===== src/rtl/p2s_sched_pkg.sv =====
// Shared state type, defaults and round-robin helper for the p2s_sched shifter scheduler.
package p2s_sched_pkg;

    localparam int WORD_W_DEF      = 40;
    localparam int TIMEOUT_CYC_DEF = 1024;
    localparam int CNT_W_DEF       = $clog2(WORD_W_DEF + 1);

    typedef enum logic [1:0] {
        IDLE,
        LOAD,
        ARMED,
        SHIFT
    } state_e;

    // With both slots full the channel not served last wins; otherwise the full one.
    function automatic logic pick_ch(input logic full0, input logic full1, input logic last_served);
        if (full0 && full1) return ~last_served;
        return full1;
    endfunction

endpackage


===== src/rtl/p2s_sched_if.sv =====
// Channel, frame and shifter-side signals of p2s_sched, grouped for the module port.
interface p2s_sched_if
    import p2s_sched_pkg::*;
#(
    parameter int WORD_W = WORD_W_DEF
);
    logic              Frame;
    logic              ch0_stb;
    logic              ch1_stb;
    logic [WORD_W-1:0] ch0_data;
    logic [WORD_W-1:0] ch1_data;
    logic              ovr_clr;
    logic [WORD_W-1:0] Shifted;
    logic              p2s_enable;
    logic              busy;
    logic              active_ch;
    logic [1:0]        overrun;
    logic              timeout;

    modport master (
        output Frame, ch0_stb, ch1_stb, ch0_data, ch1_data, ovr_clr,
        input  Shifted, p2s_enable, busy, active_ch, overrun, timeout
    );

    modport slave (
        input  Frame, ch0_stb, ch1_stb, ch0_data, ch1_data, ovr_clr,
        output Shifted, p2s_enable, busy, active_ch, overrun, timeout
    );
endinterface


===== src/rtl/p2s_slot.sv =====
// One-entry word buffer for a scheduler channel, with sticky overrun flag.
module p2s_slot
    import p2s_sched_pkg::*;
#(
    parameter int WORD_W = WORD_W_DEF
) (
    input  logic              Sclk,
    input  logic              Clear_n,
    input  logic              stb_i,
    input  logic [WORD_W-1:0] data_i,
    input  logic              free_i,
    input  logic              ovr_clr_i,
    output logic              full_o,
    output logic [WORD_W-1:0] data_o,
    output logic              overrun_o
);
    logic              full_q, full_d;
    logic              overrun_q, overrun_d;
    logic [WORD_W-1:0] data_q;
    logic              capture, drop;

    // A slot being emptied by the scheduler this cycle still takes the strobe.
    assign capture = stb_i && (!full_q || free_i);
    assign drop    = stb_i && full_q && !free_i;

    // NOTE: every next-state value is defaulted first so no path can infer a latch.
    always_comb begin
        full_d    = full_q;
        overrun_d = overrun_q;
        if (free_i)    full_d    = 1'b0;
        if (capture)   full_d    = 1'b1;
        if (ovr_clr_i) overrun_d = 1'b0;
        if (drop)      overrun_d = 1'b1;
    end

    // NOTE: clocked state uses non-blocking assignment; combinational blocks use blocking.
    always_ff @(posedge Sclk or negedge Clear_n) begin
        if (!Clear_n) begin
            full_q    <= 1'b0;
            overrun_q <= 1'b0;
        end else begin
            full_q    <= full_d;
            overrun_q <= overrun_d;
        end
    end

    // NOTE: the word register carries no reset; full_q qualifies every read of it.
    always_ff @(posedge Sclk) begin
        if (capture) data_q <= data_i;
    end

    assign full_o    = full_q;
    assign data_o    = data_q;
    assign overrun_o = overrun_q;

endmodule


===== src/rtl/p2s_sched.sv =====
// Two-channel round-robin scheduler feeding the shared parallel-to-serial shifter.
// Optional ARMED-state abort enabled by defining P2S_SCHED_TIMEOUT_EN.
module p2s_sched
    import p2s_sched_pkg::*;
#(
    parameter int WORD_W = WORD_W_DEF
`ifdef P2S_SCHED_TIMEOUT_EN
    , parameter int TIMEOUT_CYC = TIMEOUT_CYC_DEF
`endif
) (
    input  logic       Sclk,
    input  logic       Clear_n,
    p2s_sched_if.slave bus
);
    localparam int CNT_W = $clog2(WORD_W + 1);

    state_e            state_q, state_d;
    logic [CNT_W-1:0]  cnt_q, cnt_d;
    logic [WORD_W-1:0] shifted_q, shifted_d;
    logic              active_ch_q, active_ch_d;
    logic              last_served_q, last_served_d;
    logic              start_load, grant, expire;
    logic              full0, full1, free0, free1, ovr0, ovr1;
    logic [WORD_W-1:0] data0, data1;

    assign free0 = (state_q == LOAD) && !active_ch_q;
    assign free1 = (state_q == LOAD) &&  active_ch_q;

    p2s_slot #(.WORD_W(WORD_W)) u_slot0 (
        .Sclk      (Sclk),
        .Clear_n   (Clear_n),
        .stb_i     (bus.ch0_stb),
        .data_i    (bus.ch0_data),
        .free_i    (free0),
        .ovr_clr_i (bus.ovr_clr),
        .full_o    (full0),
        .data_o    (data0),
        .overrun_o (ovr0)
    );

    p2s_slot #(.WORD_W(WORD_W)) u_slot1 (
        .Sclk      (Sclk),
        .Clear_n   (Clear_n),
        .stb_i     (bus.ch1_stb),
        .data_i    (bus.ch1_data),
        .free_i    (free1),
        .ovr_clr_i (bus.ovr_clr),
        .full_o    (full1),
        .data_o    (data1),
        .overrun_o (ovr1)
    );

    assign grant = pick_ch(full0, full1, last_served_q);

`ifdef P2S_SCHED_TIMEOUT_EN
    localparam int WAIT_W = $clog2(TIMEOUT_CYC + 1);

    logic [WAIT_W-1:0] wait_q, wait_d;
    logic              timeout_q, timeout_d;

    assign expire = (state_q == ARMED) && !bus.Frame
                    && (wait_q == WAIT_W'(TIMEOUT_CYC - 1));

    always_comb begin
        wait_d    = '0;
        timeout_d = timeout_q;
        if ((state_q == ARMED) && !bus.Frame) wait_d = wait_q + WAIT_W'(1);
        if (bus.ovr_clr) timeout_d = 1'b0;
        if (expire)      timeout_d = 1'b1;
    end

    always_ff @(posedge Sclk or negedge Clear_n) begin
        if (!Clear_n) begin
            wait_q    <= '0;
            timeout_q <= 1'b0;
        end else begin
            wait_q    <= wait_d;
            timeout_q <= timeout_d;
        end
    end

    assign bus.timeout = timeout_q;
`else
    assign expire      = 1'b0;
    assign bus.timeout = 1'b0;
`endif

    always_comb begin
        state_d       = state_q;
        cnt_d         = cnt_q;
        shifted_d     = shifted_q;
        active_ch_d   = active_ch_q;
        last_served_d = last_served_q;
        start_load    = 1'b0;

        unique case (state_q)
            IDLE: begin
                if (full0 || full1) start_load = 1'b1;
            end
            LOAD: begin
                // Frame is deliberately not looked at here.
                state_d       = ARMED;
                last_served_d = active_ch_q;
            end
            ARMED: begin
                if (bus.Frame) begin
                    state_d = SHIFT;
                    cnt_d   = '0;
                end else if (expire) begin
                    state_d = IDLE;
                end
            end
            SHIFT: begin
                // One cycle beyond the word length covers the shifter's negedge sampling.
                if (cnt_q == CNT_W'(WORD_W)) begin
                    if (full0 || full1) start_load = 1'b1;
                    else                state_d    = IDLE;
                end else begin
                    cnt_d = cnt_q + CNT_W'(1);
                end
            end
            default: state_d = IDLE;
        endcase

        if (start_load) begin
            state_d     = LOAD;
            active_ch_d = grant;
            shifted_d   = grant ? data1 : data0;
        end
    end

    always_ff @(posedge Sclk or negedge Clear_n) begin
        if (!Clear_n) begin
            state_q       <= IDLE;
            cnt_q         <= '0;
            shifted_q     <= '0;
            active_ch_q   <= 1'b0;
            last_served_q <= 1'b1;
        end else begin
            state_q       <= state_d;
            cnt_q         <= cnt_d;
            shifted_q     <= shifted_d;
            active_ch_q   <= active_ch_d;
            last_served_q <= last_served_d;
        end
    end

    assign bus.Shifted    = shifted_q;
    assign bus.p2s_enable = (state_q == LOAD);
    assign bus.busy       = (state_q != IDLE);
    assign bus.active_ch  = active_ch_q;
    assign bus.overrun    = {ovr1, ovr0};

endmodule


===== src/flat_wrapper.sv =====
// flat-port wrapper written by rule: the top's interface ports become plain ports
module p2s_sched_flat import p2s_sched_pkg::*;
#(
    parameter int WORD_W = WORD_W_DEF

)
  (Sclk, Clear_n, bus_Frame, bus_ch0_stb, bus_ch1_stb, bus_ch0_data, bus_ch1_data, bus_ovr_clr, bus_Shifted, bus_p2s_enable, bus_busy, bus_active_ch, bus_overrun, bus_timeout);
  p2s_sched_if #(.WORD_W(WORD_W)) bus_i ();
  input  logic Sclk;
  input  logic Clear_n;
  input wire logic [$bits(bus_i.Frame)-1:0] bus_Frame;
  input wire logic [$bits(bus_i.ch0_stb)-1:0] bus_ch0_stb;
  input wire logic [$bits(bus_i.ch1_stb)-1:0] bus_ch1_stb;
  input wire logic [$bits(bus_i.ch0_data)-1:0] bus_ch0_data;
  input wire logic [$bits(bus_i.ch1_data)-1:0] bus_ch1_data;
  input wire logic [$bits(bus_i.ovr_clr)-1:0] bus_ovr_clr;
  output wire logic [$bits(bus_i.Shifted)-1:0] bus_Shifted;
  output wire logic [$bits(bus_i.p2s_enable)-1:0] bus_p2s_enable;
  output wire logic [$bits(bus_i.busy)-1:0] bus_busy;
  output wire logic [$bits(bus_i.active_ch)-1:0] bus_active_ch;
  output wire logic [$bits(bus_i.overrun)-1:0] bus_overrun;
  output wire logic [$bits(bus_i.timeout)-1:0] bus_timeout;
  assign bus_i.Frame = bus_Frame;
  assign bus_i.ch0_stb = bus_ch0_stb;
  assign bus_i.ch1_stb = bus_ch1_stb;
  assign bus_i.ch0_data = bus_ch0_data;
  assign bus_i.ch1_data = bus_ch1_data;
  assign bus_i.ovr_clr = bus_ovr_clr;
  assign bus_Shifted = bus_i.Shifted;
  assign bus_p2s_enable = bus_i.p2s_enable;
  assign bus_busy = bus_i.busy;
  assign bus_active_ch = bus_i.active_ch;
  assign bus_overrun = bus_i.overrun;
  assign bus_timeout = bus_i.timeout;
  p2s_sched #(.WORD_W(WORD_W)) u_core (.Sclk(Sclk), .Clear_n(Clear_n), .bus(bus_i));
endmodule

===== config.mk =====
export PLATFORM = sky130hd
export DESIGN_NAME = p2s_sched_flat
export DESIGN_NICKNAME = d
export VERILOG_FILES = /design/src/rtl/p2s_sched_pkg.sv /design/src/rtl/p2s_sched_if.sv /design/src/rtl/p2s_slot.sv /design/src/rtl/p2s_sched.sv /design/src/flat_wrapper.sv
export SDC_FILE = /design/constraint.sdc
export NUM_CORES = 1
export LEC_CHECK = 0
export CAP_MARGIN = 10
export CORE_UTILIZATION = 44
export CTS_BUF_LIST = sky130_fd_sc_hd__clkbuf_4 sky130_fd_sc_hd__clkbuf_8 sky130_fd_sc_hd__clkbuf_16
export CTS_CLUSTER_SIZE = 10
export DETAILED_ROUTE_END_ITERATION = 10
export PLACE_DENSITY = 0.82
export RECOVER_POWER = 100
export SLEW_MARGIN = 20
export SYNTH_ARGS = -nofsm -noshare
export SYNTH_HDL_FRONTEND = slang
export SYNTH_SLANG_ARGS = --single-unit
export TNS_END_PERCENT = 1

===== constraint.sdc =====
create_clock -name Sclk -period 2.7 [get_ports Sclk]
set_input_delay 0.27 -clock Sclk [delete_from_list [all_inputs] [get_ports Sclk]]
set_output_delay 0.27 -clock Sclk [all_outputs]
set_load 0.005 [all_outputs]

==> results of run 1 <==
## metal layers
metal / track usage / share of wire / routed length, microns / vias up
li1: - / - / - / 1386
met1: 0.230 / 0.42 / 4600 / 1489
met2: 0.314 / 0.51 / 5570 / 116
met3: 0.0616 / 0.051 / 555 / 21
met4: 0.0676 / 0.017 / 189 / 0
met5: 0 / 0 / 0 / -
## sequential cells by signal, summed over array words and instances, names as in the netlist, 2 cells and up
register,count
u_core.bus.Shifted,40
u_core.cnt_q,6
u_core.state_q,2
u_core.u_slot0.data_o,40
u_core.u_slot1.data_o,40
## kinds of logic (layout without fill, tap and decap cells)
| family | after synthesis | in the layout |
|---|---|---|
| adder cells (fa/ha/maj) | 7 | 7 |
| AND/OR/NAND/NOR | 26 | 26 |
| flip-flops | 134 | 134 |
| buffers and inverters | 23 | 179 |
| other | 1 | 1 |
| AO/OA/AOI/OAI | 23 | 23 |
| multiplexers | 83 | 83 |
## how the worst max path moves through the flow
stage | startpoint | endpoint
floorplan | u_core.state_q[1]$_DFFE_PN0P_ | u_core.u_slot0.data_o[0]$_DFFE_PP_
global placement | u_core.state_q[1]$_DFFE_PN0P_ | u_core.u_slot1.data_o[3]$_DFFE_PP_
detailed placement | u_core.state_q[1]$_DFFE_PN0P_ | u_core.u_slot1.data_o[23]$_DFFE_PP_
CTS | u_core.state_q[1]$_DFFE_PN0P_ | u_core.u_slot1.data_o[30]$_DFFE_PP_
global route | u_core.state_q[1]$_DFFE_PN0P_ | u_core.u_slot0.data_o[11]$_DFFE_PP_
finish | u_core.state_q[1]$_DFFE_PN0P_ | u_core.u_slot1.data_o[30]$_DFFE_PP_
## layout make-up
type                    instances  area, sq um  area share
flip-flops and latches        134         3750       0.516
multi-input cells             140         1330       0.183
repair buffers                137         1360       0.187
clock inverters                 9          128      0.0176
well taps                     147          184      0.0253
inverters                      10         37.5     0.00516
clock buffers                  23          477      0.0656
## worst max-delay path: stages (launching register included)
cell and delay [ns]:
dfrtp_1 0.42, inv_1 0.10, ha_1 0.22, a21boi_0 0.21, nor2b_4 0.68, buf_4 0.40
## layout by cell type, fill, tap and decap left out, drive strengths merged, types with 2 or more instances in the layout
cell type      count
a21boi             3
buf                4
bufinv             3
clkbuf            26
clkdlybuf4s50      4
clkinv             4
clkinvlp           2
dfrtp             53
dlygate4sd3      126
edfxtp            80
ha                 7
inv               10
mux2              82
nand2             12
nand3              3
nor2               2
nor2b              3
o21ai              9
o31ai              2
## timing repair
action | in CTS | in global routing
setup endpoints to repair | 0 | 0
hold buffers | 0 | 1
resized for setup | 0 | 0
buffers inserted | 0 | 0
endpoints found under the hold margin | 0 | 43
## where the power goes
| part | total, W | internal (W) | switching (W) |
|---|---|---|---|
| clock network | 0.00234 | 0.00152 | 0.000814 |
| logic | 0.000336 | 0.000168 | 0.000168 |
| registers | 0.00223 | 0.00220 | 0.0000264 |
| total | 0.00490 | 0.00389 | 0.00101 |
## through the flow
step | setup slack (ns) | util
3_3_place_gp | 0.437 | 0.570
6_report | 0.343 | 0.608
3_5_place_dp | 0.328 | 0.570
5_1_grt | 0.166 | 0.608
4_1_cts | 0.313 | 0.621
2_1_floorplan | 0.315 | -
==> reports/results.md, run 1 <==
| Result | This run |
|:---|:---|
| Startpoint of the worst-slack reg-to-reg timing path | u_core.state_q[1]$_DFFE_PN0P_ |
| Required time at the worst-slack endpoint | 2.78 ns |
| Mean Syn Cell Area | 18.1 sq um |
| Cell Area, Synth | 0.00538 sq mm |
| Number of nets in the final layout | 533 |
| Average routed wire per standard cell | 18.2 microns |
| Path type of the worst min-delay path | in2reg |
| Setup repair after global routing missed its margin | no |
| Placement-stage cell area | 0.00682 sq mm |
| Maxcap violations | 0 |
| Distinct cell type count of the synthesized netlist | 39 |
| Clk buf depth | 2 |
| Post-synthesis share of cell area spent on and, or, nand and nor gates | 0.0256 |
| Worst-margin pin slew | 1.20 ns |
| Final Routed Wirelength | 10900 microns |
| Initial antenna violation count | 0 |
| Remaining design rule violation count | 0 |
| Dpl cells | 567 |
| Worst endpoint data arrival time | 2.44 ns |
| WHS Path Cells | 3 |
| Top-Level Pins | 132 |
| Static leakage power | 3.09 nW |
| Critical Path Sink Type | register |
| Weighted congestion at the end of routability-driven global placement | 0.733 |
| Post-synth top cells | 80 x edfxtp_1, 53 x dfrtp_1, 44 x mux2_2, 38 x mux2_4, 12 x nand2_1 |
| Overall die height | 113 microns |
| Final setup vio count | 0 |
| Clock latency reported for the late side of the worst-skew pair | 0.41 ns |
| Worst Path Max Fanout | 23 |
| Sink of the worst hold path | u_core.u_slot0.full_o$_DFFE_PN0P_ |
| Share of synthesized registers carrying an async set or reset | 0.403 |
| Number of nets in the synthesized netlist | 390 |
| Sequential area share after synthesis | 0.698 |
| Mean number of vias per cell | 5.02 |
| Final-report max-slew violation count | 0 |
| Number of iterations in the first detailed-routing pass | 4 |
| Largest net degree at the start of global routing | 46 |
| H-tree depth | 4 |
| Initial cell density of the core | 0.450 |
| Cell type with the highest aggregate area in the netlist | edfxtp_1 |
| Width of the die | 113 microns |
| Final std cells w/o fill | 600 |
| Global-route wire length before repair | 17600 microns |
| Cells after Synth | 297 |
| Area Growth Syn to Fin | 35.1% |
| Number of DRC markers after the initial detailed-route iteration | 127 |
| Via count | 3012 |
| Core area | 0.0120 sq mm |
| Die footprint | 0.0127 sq mm |
| Warning count from the yosys run | 0 |
| Sum of negative setup slack | 0 ns |
| Endpoint of the lowest-slack register-to-register path | u_core.u_slot1.data_o[30]$_DFFE_PP_ |
| Multiplexer share of the synthesized area | 0.200 |
| Clock transition time at the flip-flop clock pins of the worst setup and hold paths | 0.06 ns |
| Share of the synthesized area in the top cell type | 0.447 |
| Synthesized-area fraction occupied by ao, oa, aoi and oai cells | 0.0281 |
| Post-synthesis share of cell area spent on full adders, half adders and majority gates | 0.0163 |
| Run status | finished, final reports clean |
| GR Overflow Total | 0 |
| Clock skew | 0.00613 ns |
| Number of synthesized flops with an enable pin | 80 |
| Total track usage | 0.188 |
| Commonest register cell after synthesis | edfxtp_1 |
| Number of buffers created by CTS | 17 |
| Final total power | 0.00490 W |
| Via count of the first global-routing pass | 3332 |
| Worst slew margin | 0.202 |
| Final min period | 2.36 ns |
| Maximum ir drop on the vdd rail | 0.296 mV |
| Dominant combinational cell family by area after synthesis | multiplexers |
| Detail Route Antenna Nets | 0 |
| Site row count | 40 |
| CTS tree | yes |
| Number of diodes added for antenna fixing | 0 |
| HP Start | bus_ch0_stb |
| Highest attainable clock frequency | 0.424 GHz |
| Synth Register Bits | 134 |
| Cell area after layout | 0.00727 sq mm |
| Top area cells in the synthesized netlist | edfxtp_1 45%, dfrtp_1 25%, mux2_4 11% |
| Fraction of layout cells with a size suffix above 1 | 0.196 |
| Cell chosen for the clock root | clkbuf_16 |
| Crit path launch type | register |
| Number of cells traversed by the worst register-to-register path | 5 |
| Setup slack on the worst flop-to-flop path | 0.34 ns |
| Portion of the clock cycle consumed by the worst path in the final layout | 0.873 |
| XOR/XNOR share of the synthesized area | 0 |
| Final hold violations | 0 |
| Power Dens Cells | 674 mW/mm^2 |
| IO buf count | 130 |
| Dpl hpwl | 7160 microns |
| Worst Hold Margin | 0.473 ns |
| Number of filler cells placed in the layout | 927 |
| Classification of the worst setup path | reg2reg |
| Most used standard cell by instance count after synthesis | edfxtp_1 |
| # clock sinks | 134 |
Power figures use the tool's default switching activity.
==> run 2, diff against run 1 <==
--- a/config.mk
+++ b/config.mk
@@ -6,11 +6,12 @@
 export NUM_CORES = 1
 export LEC_CHECK = 0
 export CAP_MARGIN = 10
-export CORE_UTILIZATION = 44
+export CORE_UTILIZATION = 56
 export CTS_BUF_LIST = sky130_fd_sc_hd__clkbuf_4 sky130_fd_sc_hd__clkbuf_8 sky130_fd_sc_hd__clkbuf_16
 export CTS_CLUSTER_SIZE = 10
 export DETAILED_ROUTE_END_ITERATION = 10
-export PLACE_DENSITY = 0.82
+export DONT_BUFFER_PORTS = 1
+export PLACE_DENSITY = 0.81
 export RECOVER_POWER = 100
 export SLEW_MARGIN = 20
 export SYNTH_ARGS = -nofsm -noshare
==> run 2 against run 1 <==
- combinational power down 4%
- die area is 21% lower
- sequential power is essentially flat
- cell count fell by 11%
- routed wire length up 1.4%
- flip-flop and latch count did not move
- final area shrank 7.1%
- maximum frequency increased by 7.1%
- critical endpoint is now u_core.u_slot0.data_o[34]$_DFFE_PP_
- largest cell class unchanged
==> reports/results.md, run 2 (synthesized netlist as in run 1, its figures left out) <==
| Result | This run |
|:---|:---|
| Static leakage power | 2.76 nW |
| Sw frac | 0.235 |
| Maximum ir drop on the vdd rail | 0.421 mV |
| Cell area after layout | 0.00675 sq mm |
| Portion of the clock cycle consumed by the worst path in the final layout | 0.815 |
| Most frequent standard cell in the layout excluding fill and tap cells | dlygate4sd3_1 |
| Run status | finished, final reports clean |
| Detail Route Antenna Nets | 0 |
| Classification of the worst setup path | reg2reg |
| Worst-margin pin slew | 1.40 ns |
| Width of the die | 100 microns |
| Worst Path Max Fanout | 40 |
| Final critical-path setup slack | 0.499 ns |
| Area Growth Syn to Fin | 25.5% |
| Weighted congestion at the end of routability-driven global placement | 0.720 |
| Sum of negative setup slack | 0 ns |
| Highest attainable clock frequency | 0.454 GHz |
| Final setup vio count | 0 |
| H-tree depth | 4 |
| Final hold violations | 0 |
| Register Area | 0.00375 sq mm |
| Number of buffers created by CTS | 17 |
| Global-route wire length before repair | 17100 microns |
| Switching component of the power | 0.00111 W |
| Setup repair after global routing missed its margin | no |
| Number of diodes added for antenna fixing | 0 |
| Cell chosen for the clock root | clkbuf_8 |
| Initial cell density of the core | 0.580 |
| Overall die height | 100 microns |
| CTS tree | yes |
| Worst slew margin | 0.0666 |
| Clock skew | 0.0128 ns |
| Number of cells traversed by the worst register-to-register path | 6 |
| Maxcap violations | 0 |
| Number of filler cells placed in the layout | 601 |
| Multi-input logic area | 0.00133 sq mm |
| Final-report max-slew violation count | 0 |
| WHS Path Cells | 3 |
| Site row count | 35 |
| Required time at the worst-slack endpoint | 2.84 ns |
| Initial antenna violation count | 0 |
| Worst setup slack after placement | 0.630 ns |
| Final min period | 2.20 ns |
| Setup slack on the worst flop-to-flop path | 0.50 ns |
| Number of buffers added for setup after CTS | 0 |
| Final Routed Wirelength | 11100 microns |
| Dpl cells | 418 |
| Total track usage | 0.237 |
| Largest net degree at the start of global routing | 55 |
| Most frequent cells in the layout | 85 x dlygate4sd3_1, 80 x edfxtp_1, 53 x dfrtp_1 |
| Power Dens Cells | 700 mW/mm^2 |
| Final std cells w/o fill | 536 |
| Dpl hpwl | 5700 microns |
| Worst endpoint data arrival time | 2.34 ns |
| Fraction of layout cells with a size suffix above 1 | 0.221 |
| Critical Path Sink Type | register |
| Clock transition time at the flip-flop clock pins of the worst setup and hold paths | 0.06 ns |
| Top-Level Pins | 132 |
| Remaining design rule violation count | 0 |
| IO buf count | 0 |
| GR Overflow Total | 0 |
| Core area | 0.00928 sq mm |
| Path type of the worst min-delay path | in2reg |
| Crit path launch type | register |
| Number of DRC markers after the initial detailed-route iteration | 113 |
| Via count | 2821 |
| # clock sinks | 134 |
| Startpoint of the worst-slack reg-to-reg timing path | u_core.state_q[1]$_DFFE_PN0P_ |
| Clk buf depth | 2 |
| Average routed wire per standard cell | 20.6 microns |
| Clock Power Share | 0.462 |
| Die footprint | 0.0100 sq mm |
| Portion of total power attributed to sequential cells | 0.470 |
| Endpoint of the lowest-slack register-to-register path | u_core.u_slot0.data_o[34]$_DFFE_PP_ |
| Logic gate share of total power | 0.068 |
| Placement-stage cell area | 0.00551 sq mm |
| Number of iterations in the first detailed-routing pass | 4 |
| Sink of the worst hold path | u_core.state_q[1]$_DFFE_PN0P_ |
| Via count of the first global-routing pass | 3198 |
| Number of nets in the final layout | 487 |
| Clock latency reported for the late side of the worst-skew pair | 0.50 ns |
| Internal Pwr Total | 0.00362 W |
| HP Start | bus_Frame |
| Mean number of vias per cell | 5.26 |
[run 2: final cells by class]
| cell class | count | area share |
|---|---|---|
| Timing Repair Buffer | 91 | 0.134 |
| Sequential cell | 134 | 0.556 |
| Clock buffer | 18 | 0.0624 |
| Clock inverter | 14 | 0.0209 |
| Multi-Input combinational cell | 140 | 0.197 |
| Tap cell | 129 | 0.0239 |
| Inverter | 10 | 0.00556 |
[run 2: worst max path at each step]
stage | startpoint | endpoint | slack [ns] | cells past startpoint
after detailed placement | u_core.cnt_q[0]$_DFFE_PN0P_ | u_core.bus.Shifted[6]$_DFFE_PN0P_ | 0.63 | 7
after global placement | u_core.cnt_q[0]$_DFFE_PN0P_ | u_core.bus.Shifted[22]$_DFFE_PN0P_ | 0.69 | 7
after floorplan | u_core.state_q[1]$_DFFE_PN0P_ | u_core.u_slot0.data_o[0]$_DFFE_PP_ | 0.32 | 5
after CTS | u_core.cnt_q[0]$_DFFE_PN0P_ | u_core.bus.Shifted[8]$_DFFE_PN0P_ | 0.62 | 7
after global routing | u_core.state_q[1]$_DFFE_PN0P_ | u_core.u_slot0.data_o[34]$_DFFE_PP_ | 0.29 | 6
final | u_core.state_q[1]$_DFFE_PN0P_ | u_core.u_slot0.data_o[34]$_DFFE_PP_ | 0.50 | 6
[run 2: per-layer routing]
| layer | part of all wire | vias up | wire (microns) | GRT usage |
|---|---|---|---|---|
| met1 | 0.40 | 1401 | 4400 | 0.281 |
| li1 | - | 1286 | - | - |
| met4 | 0.027 | 0 | 299 | 0.111 |
| met2 | 0.52 | 109 | 5720 | 0.404 |
| met3 | 0.058 | 25 | 638 | 0.0641 |
| met5 | 0 | - | 0 | 0 |
[run 2: metrics by stage]
step                       util  total power [W]  hold WS, ns
after global routing      0.727          0.00488        0.172
after CTS                 0.748          0.00475        0.114
after global placement    0.593          0.00245      -0.0244
after floorplan               -          0.00243      -0.0256
after detailed placement  0.593          0.00247      -0.0244
final                     0.727          0.00473        0.152
[run 2: what timing repair did]
item,in CTS,in global routing
endpoints found under the hold margin,138,0
gates resized for setup,0,0
setup endpoints to repair,0,0
hold buffers,86,0
[run 2: worst max-delay path: stages, from the launching register on]
cell,delay [ns]
dfrtp_1,0.43
inv_1,0.10
ha_1,0.24
inv_1,0.06
o21ai_0,0.26
and2_2,0.20
clkbuf_4,0.52
[run 2: power by group through the flow]
| stage | Combinational, W | Sequential, W | Clock, W |
|---|---|---|---|
| after CTS | 0.000324 | 0.00222 | 0.00220 |
| after global placement | 0.000188 | 0.00226 | 0 |
| after detailed placement | 0.000202 | 0.00227 | 0 |
| final | 0.000323 | 0.00222 | 0.00218 |
| after global routing | 0.000365 | 0.00223 | 0.00229 |
| after floorplan | 0.000170 | 0.00226 | 0 |
